<file path="config.mk">
export PLATFORM = sky130hd
export DESIGN_NAME = fetch_pc_unit
export DESIGN_NICKNAME = d
export VERILOG_FILES = /design/src/rtl/fetch_pc_unit.sv
export SDC_FILE = /design/constraint.sdc
export NUM_CORES = 1
export LEC_CHECK = 0
export CORE_AREA = 5 5 122 124
export DETAILED_ROUTE_END_ITERATION = 10
export DIE_AREA = 0 0 127 129
export PLACE_DENSITY_LB_ADDON = 0.15
export RECOVER_POWER = 50
export SLEW_MARGIN = 20
export SYNTH_ARGS = -nofsm -noshare
export SYNTH_HDL_FRONTEND = slang
export SYNTH_SLANG_ARGS = --single-unit
</file>
<file path="constraint.sdc">
create_clock -name clk -period 6.6 [get_ports clk]
set_input_delay 1.32 -clock clk [delete_from_list [all_inputs] [get_ports clk]]
set_output_delay 1.32 -clock clk [all_outputs]
set_load 0.01 [all_outputs]
</file>
<file path="src/rtl/fetch_pc_unit.sv">
// Fetch-stage PC register and IF/ID pipeline register.
// Holds a redirect that arrives during a stall until the stall is released.
//
// state | meaning
// IDLE  | no redirect waiting; PC steps by 4 or takes a live redirect
// HELD  | a redirect arrived while stalled; pend_tgt applies when the stall drops
module fetch_pc_unit #(
    parameter logic [31:0] RESET_PC = 32'h0000_3000,
    parameter logic [31:0] IM_BASE  = 32'h0000_3000,
    parameter int          IM_WORDS = 4096
) (
    input  logic        clk,
    input  logic        reset,
    input  logic        stall,
    input  logic        redirect,
    input  logic [31:0] npc_target,
    input  logic        flush_d,
    input  logic [31:0] im_rdata,
    output logic [31:0] im_addr,
    output logic [31:0] pc_f,
    output logic [31:0] instr_d,
    output logic [31:0] pc_d,
    output logic [31:0] pc8_d,
    output logic        valid_d,
    output logic        adel_d
);

    typedef enum logic {
        IDLE = 1'b0,
        HELD = 1'b1
    } pend_state_t;

    // Upper bound in 33 bits so a window ending at 2^32 cannot wrap.
    localparam logic [32:0] IM_LO = {1'b0, IM_BASE};
    localparam logic [32:0] IM_HI = {1'b0, IM_BASE} + (33'(IM_WORDS) * 33'd4);

    pend_state_t state_q, state_d;
    logic [31:0] pend_tgt_q, pend_tgt_d;
    logic [31:0] pc_q, pc_next;
    logic        fetch_err;

    logic [31:0] instr_q, instr_next;
    logic [31:0] pc_d_q, pc_d_next;
    logic        valid_q, valid_next;
    logic        adel_q, adel_next;

    always_comb begin
        state_d    = state_q;
        pend_tgt_d = pend_tgt_q;
        case (state_q)
            IDLE: begin
                if (stall && redirect) begin
                    state_d    = HELD;
                    pend_tgt_d = npc_target;
                end
            end
            HELD: begin
                if (stall && redirect) begin
                    pend_tgt_d = npc_target;
                end
                if (!stall) begin
                    state_d = IDLE;
                end
            end
            default: begin
                state_d = IDLE;
            end
        endcase
    end

    always_comb begin
        pc_next = pc_q;
        if (stall) begin
            pc_next = pc_q;
        end else if (redirect) begin
            pc_next = npc_target;
        end else if (state_q == HELD) begin
            pc_next = pend_tgt_q;
        end else begin
            pc_next = pc_q + 32'd4;
        end
    end

    always_comb begin
        fetch_err = (pc_q[1:0] != 2'b00)
                  || ({1'b0, pc_q} < IM_LO)
                  || ({1'b0, pc_q} >= IM_HI);
    end

    // The word fetched alongside a redirect is the delay slot and is kept.
    always_comb begin
        instr_next = instr_q;
        pc_d_next  = pc_d_q;
        valid_next = valid_q;
        adel_next  = adel_q;
        if (stall) begin
            instr_next = instr_q;
        end else if (flush_d) begin
            instr_next = 32'd0;
            pc_d_next  = pc_q;
            valid_next = 1'b0;
            adel_next  = 1'b0;
        end else if (fetch_err) begin
            instr_next = 32'd0;
            pc_d_next  = pc_q;
            valid_next = 1'b1;
            adel_next  = 1'b1;
        end else begin
            instr_next = im_rdata;
            pc_d_next  = pc_q;
            valid_next = 1'b1;
            adel_next  = 1'b0;
        end
    end

    always_ff @(posedge clk) begin
        if (reset) begin
            state_q    <= IDLE;
            pend_tgt_q <= 32'd0;
            pc_q       <= RESET_PC;
            instr_q    <= 32'd0;
            pc_d_q     <= 32'd0;
            valid_q    <= 1'b0;
            adel_q     <= 1'b0;
        end else begin
            state_q    <= state_d;
            pend_tgt_q <= pend_tgt_d;
            pc_q       <= pc_next;
            instr_q    <= instr_next;
            pc_d_q     <= pc_d_next;
            valid_q    <= valid_next;
            adel_q     <= adel_next;
        end
    end

    assign pc_f    = pc_q;
    assign im_addr = pc_q;
    assign instr_d = instr_q;
    assign pc_d    = pc_d_q;
    assign pc8_d   = pc_d_q + 32'd8;
    assign valid_d = valid_q;
    assign adel_d  = adel_q;

endmodule

</file>
==> metrics <==
worst slew pin tran=2080 ps; area occupied by multi-input gates=between 3000 and 4000 um^2; internal power=approximately 1.6 mW; number of global-route vias before repair=5,691; status=finished with violations; Synth async-reset ratio=0%; commonest non-fill, non-tap cells in the layout=clkdlybuf4s50_1 (156), dfxtp_1 (131), nand2_1 (101); maxcap violations=1; fin crit period=4350 ps; CTS resizes=0; CP Class=primary input to flip-flop; DRT Pass-1 Iters=5; core area=13,700 um^2; met3 routed WL=1.67 mm; Met2 Wirelength=8.38 mm; Post-Syn Area per Cell=~8.3 um^2; share of cells above drive strength 1=5.55%; CTS Sinks=131; setup_tns=0 ps; initial DRC count=469; CP arrival=4690 ps; DRC violations left=0; CTS clock-pin slew for the worst setup and hold paths=60 ps; routed via count=6,192; TritonCTS clock tree=built; I/O Pins=231; largest net degree at the start of global routing=66; chip height=129 um; total power draw=between 2 and 2.5 mW; Main synth FF type=dfxtp_1; Peak VDD IR=around 140 uV; RSZ-0062 raised after global routing=false; FF/Latch Area=~2600 um^2; register share of total power=40.8%; gpl congestion=0.818; port buffer count=between 200 and 250; antenna viol nets, final=0; Sw Share=24.6%; HP Class=flip-flop to flip-flop; # rows=43; H-tree depth=4; GRT Resource Usage Total=roughly 22%; Post-synth EDFFs=0; DR WL/cell=between 15 and 20 um; CP Data Required Time=~6900 ps; Placed Cells=1,121; Peak Freq=0.230 GHz; post-synthesis net count=866; total routed wirelength=about 19 mm; yosys warns=0; Starting Density=approximately half; Max Slew Vio Count=40; Area Growth Syn to Fin=41.0%; Final Hold Fails=0; crit path from=stall; non-filler cells, final=1,153; post-DP HPWL=approximately 13 mm; CP Capture Type=flip-flop; combinational fraction of design power=13.6%; Distinct cells, synth=55; Final Setup Violations=0; Die W=127 um; reg-to-reg slack, setup=4020 ps; slew margin rel.=-38.3%; Post-CTS Hold Buffers=0; Max clock buf depth=2; Sw Pwr=0.525 mW; fillers=roughly 1,200; Cell Area, Synth=around 6600 um^2; top sig layer=met4; Routed met1 length=8.38 mm; Leak=3.64 nW; Startpoint Class=primary input; die area=16,400 um^2; PD cells=230 nW/um^2; worst skew pair latency=420 ps; most common cell after layout, fill and taps aside=clkdlybuf4s50_1; Cells after Synth=about 790; Seq/Total Area, Yosys=39.8%; flops & latches, synth=approximately 130; failing checks=max-capacitance violations, max-slew violations; Final Net Count=1,032; total grt overflow=0; Root Driver=clkbuf_16; initial antenna violation count=0; worst r2r src=im_addr[2]$_SDFFE_PP0N_; CP Max Fanout=65; Post-CTS Setup Inserts=0; clock power share=45.6%; Setup Skew=7.50 ps; hold path startpoint=pend_tgt_q[23]$_SDFFE_PP0P_; vias per cell=~5.4; period utilisation layout=around 66%; CTS buffer count=17; antenna cell count=0; first-pass GRT wire length=29.6 mm
critical path: stages:
cell and delay [ps]:
clkbuf_1 1450, buf_4 810, or2_0 510, a21oi_1 110, a211oi_1 260, a21oi_1 60, nor3_1 130
through the flow:
| stage | worst slack, ps | instance area [um^2] | utilization, % | hold WS, ps |
|---|---|---|---|---|
| CTS | 2540 | 9290 | 68.0 | 454 |
| global route | 1930 | 9290 | 67.9 | 476 |
| floorplan | 3620 | 6590 | - | 436 |
| detailed placement | 3020 | 8680 | 63.5 | 447 |
| finish | 2250 | 9290 | 67.9 | 454 |
| global placement | 3060 | 8680 | 63.5 | 442 |
layer usage:
metal / GRT usage, % / vias up
li1: - / 3083
met1: 30.3 / 2839
met2: 33.4 / 249
met3: 7.22 / 21
met4: 7.63 / 0
met5: 0 / -
state kept, by name, summed over array words and instances (netlist names):
signal	count
adel_d	1
pend_tgt_q	32
im_addr	32
state_q	1
instr_d	32
valid_d	1
pc_d	32
kinds of logic after synthesis:
logic type	Yosys count	share of synthesized area (%)
AND/OR/NAND/NOR	274	20.9
AO/OA/AOI/OAI	186	18.4
flip-flops	131	39.8
buffers and inverters	122	9.22
XOR/XNOR	39	5.19
multiplexers	39	5.93
adder cells (fa/ha/maj)	3	0.570
cells in the mapped netlist (12+ instances only):
| cell type | instances | share of area [%] |
|---|---|---|
| dfxtp_1 | 131 | 40 |
| nand2_1 | 101 | 5.8 |
| a21oi_1 | 91 | 6.9 |
| nor2_1 | 58 | 3.3 |
| clkbuf_1 | 44 | 2.5 |
| mux2i_1 | 39 | 5.9 |
| buf_4 | 37 | 4.2 |
| a22o_1 | 32 | 4.3 |
| inv_1 | 32 | 1.8 |
| xnor2_1 | 28 | 3.7 |
| a211oi_1 | 22 | 2.5 |
| nand3_1 | 16 | 1.2 |
| nand4_1 | 13 | 1.2 |
| nor2b_1 | 12 | 1.1 |
power by group through the flow:
stage,clock network [mW],registers [mW],logic (mW)
2_1_floorplan,0,0.882,0.154
3_3_place_gp,0,0.888,0.293
5_1_grt,1.02,0.878,0.317
6_report,0.974,0.872,0.292
4_1_cts,0.989,0.872,0.297
3_5_place_dp,0,0.889,0.296
final timing paths:
| check | cells after the start | end |
|---|---|---|
| hold reg to reg | 2 | pend_tgt_q[23]$_SDFFE_PP0P_ |
| setup / recovery | 7 | im_addr[14]$_SDFFE_PP0N_ |
| hold / removal | 2 | pend_tgt_q[23]$_SDFFE_PP0P_ |
| setup reg to reg | 6 | im_addr[20]$_SDFFE_PP0N_ |
cell type report:
class / count / share of cell area (%)
multi-input combinational: 541 / 36.2
sequential: 131 / 28.2
inverter: 32 / 1.29
tap: 180 / 2.43
timing repair buffer: 237 / 25.2
clock buffer: 24 / 5.30
clock inverter: 8 / 1.33
Note: power is estimated with default switching activity, not from simulation.
==> RTL change (same flow settings) <==
The parameter `RESET_PC` goes from 32'h0000_3000 to 32'h00001800.
--- a/src/rtl/fetch_pc_unit.sv
+++ b/src/rtl/fetch_pc_unit.sv
@@ -5,7 +5,7 @@
 // IDLE  | no redirect waiting; PC steps by 4 or takes a live redirect
 // HELD  | a redirect arrived while stalled; pend_tgt applies when the stall drops
 module fetch_pc_unit #(
-    parameter logic [31:0] RESET_PC = 32'h0000_3000,
+    parameter logic [31:0] RESET_PC = 32'h00001800,
     parameter logic [31:0] IM_BASE  = 32'h0000_3000,
     parameter int          IM_WORDS = 4096
 ) (
Function: changed (Yosys sat finds a counterexample within 4 cycles, from zero or initial values and one cycle with reset high).
==> RTL change against the original RTL <==
The flow still finishes with violations (capacitance limit, slew limit). Synthesized area barely moved. Register-to-register slack worse by 420 ps. Clock power is 11% higher. First-iteration DRC count is 11% higher. Global-route usage rose by 1.2 points. Die area did not move. Wire length up 5.7%. Worst setup slack worse by 500 ps. Power grew 5.3%. Sequential power grew 0.6%. Sequential cell count did not move. Cell area hardly changed. Critical path type unchanged. Largest cell class unchanged. Highest routed layer unchanged.
==> RTL change: results (changes against the original RTL) <==
yosys-top-cells-area: "dfxtp_1 40%, mux2i_1 6.2%, a21oi_1 6.2%"  # was dfxtp_1 40%, a21oi_1 6.9%, mux2i_1 5.9%
drive_gt1_share_pct: 5.67  # was 5.55%
fin_worst_skew_ps: 5.65  # was 7.50 ps
violations: "capacitance limit, slew limit"  # unchanged
synthAdderAreaFrac_pct: 0.571  # was 0.570%
switching_share_pct: 24.8  # was 24.6%
status: "complete, but fails checks"  # unchanged
worstPathArrival_ps: 5160  # was 4690 ps
ys_seq_area_share_pct: 39.9  # was 39.8%
synthMuxAreaShare_pct: 6.24  # was 5.93%
hpwl_um: 14000  # was 13,200 um
synth_cell_types: 53  # was 55
ir_drop_mv: 0.177  # was 0.142 mV
grt_pass1_vias: 5621  # was 5,691
drv_cap: 3  # was 1
vias: 6263  # was 6,192
dp.cells: 1118  # was 1,121
synth_common_cells: "131 x dfxtp_1, 105 x nand2_1, 81 x a21oi_1"  # was 131 x dfxtp_1, 101 x nand2_1, 91 x a21oi_1
r2r_setup_slack_ps: 3600  # was 4020 ps
drv_slew: 179  # was 40
drt_iter0_markers: 522  # was 469
tightestPinTransition_ps: 2930  # was 2080 ps
grt_pass1_wl_um: 30900  # was 29,600 um
gp_congestion: 0.813  # was 0.818
startpoint: "reset"  # was stall
synth-compound-area-share_pct: 18.4  # about the same
dpl_worst_slack_ps: 2960  # was 3020 ps
grt_max_degree: 74  # was 66
rr_startpoint: "im_addr[3]"  # was im_addr[2]
wire_per_inst_um: 17.2  # was 16.2 um
p_leak_nw: 3.56  # was 3.64 nW
nets: 1029  # was 1,032
synthCells: 793  # was 794
synth_nets: 865  # was 866
dpl-instance-area_mm2: 0.00867  # was 0.00868 mm2
[RTL change: worst min path at each step]
stage / endpoint / slack, ps / start
2_1_floorplan: pend_tgt_q[14] / 430 / pend_tgt_q[14]
3_3_place_gp: pend_tgt_q[31] / 440 / pend_tgt_q[31]
3_5_place_dp: pend_tgt_q[20] / 440 / pend_tgt_q[20]
4_1_cts: pend_tgt_q[20] / 450 / pend_tgt_q[20]
5_1_grt: pend_tgt_q[0] / 470 / pend_tgt_q[0]
6_report: pend_tgt_q[20] / 450 / pend_tgt_q[20]
[RTL change: worst max-delay path: stages]
cell      delay [ps]
clkbuf_1        1370
clkbuf_1        2050
a21oi_1          140
o221a_2          250
[RTL change: area by class of cell]
| type | count | share of cell area (%) |
|---|---|---|
| clock buffer | 17 | 4.58 |
| clock inverter | 15 | 2.71 |
| inverter | 25 | 1.01 |
| multi-input combinational | 544 | 35.9 |
| sequential | 131 | 28.2 |
| tap | 180 | 2.42 |
| timing repair buffer | 238 | 25.2 |
[RTL change: logic make-up after synthesis]
logic type | after synthesis
flops | 131
buf+inv | 118
fa+ha+maj | 3
simple gates | 278
xor+xnor | 39
compound gates | 183
mux | 41
[RTL change: metal layers]
layer | global-route usage (%) | share of wire [%] | up-vias | wire (um)
li1 | - | - | 3069 | -
met1 | 32.8 | 44 | 2909 | 8770
met2 | 36.2 | 47 | 253 | 9200
met3 | 5.23 | 7.4 | 32 | 1460
met4 | 7.63 | 1.8 | 0 | 351
met5 | 0 | 0 | - | 0
[RTL change: power groups by stage]
stage	clock [mW]	combinational (mW)	sequential, mW
after floorplan	0	0.157	0.881
after global placement	0	0.295	0.893
after detailed placement	0	0.298	0.894
after CTS	1.09	0.300	0.876
after global routing	1.13	0.318	0.883
final	1.08	0.294	0.877
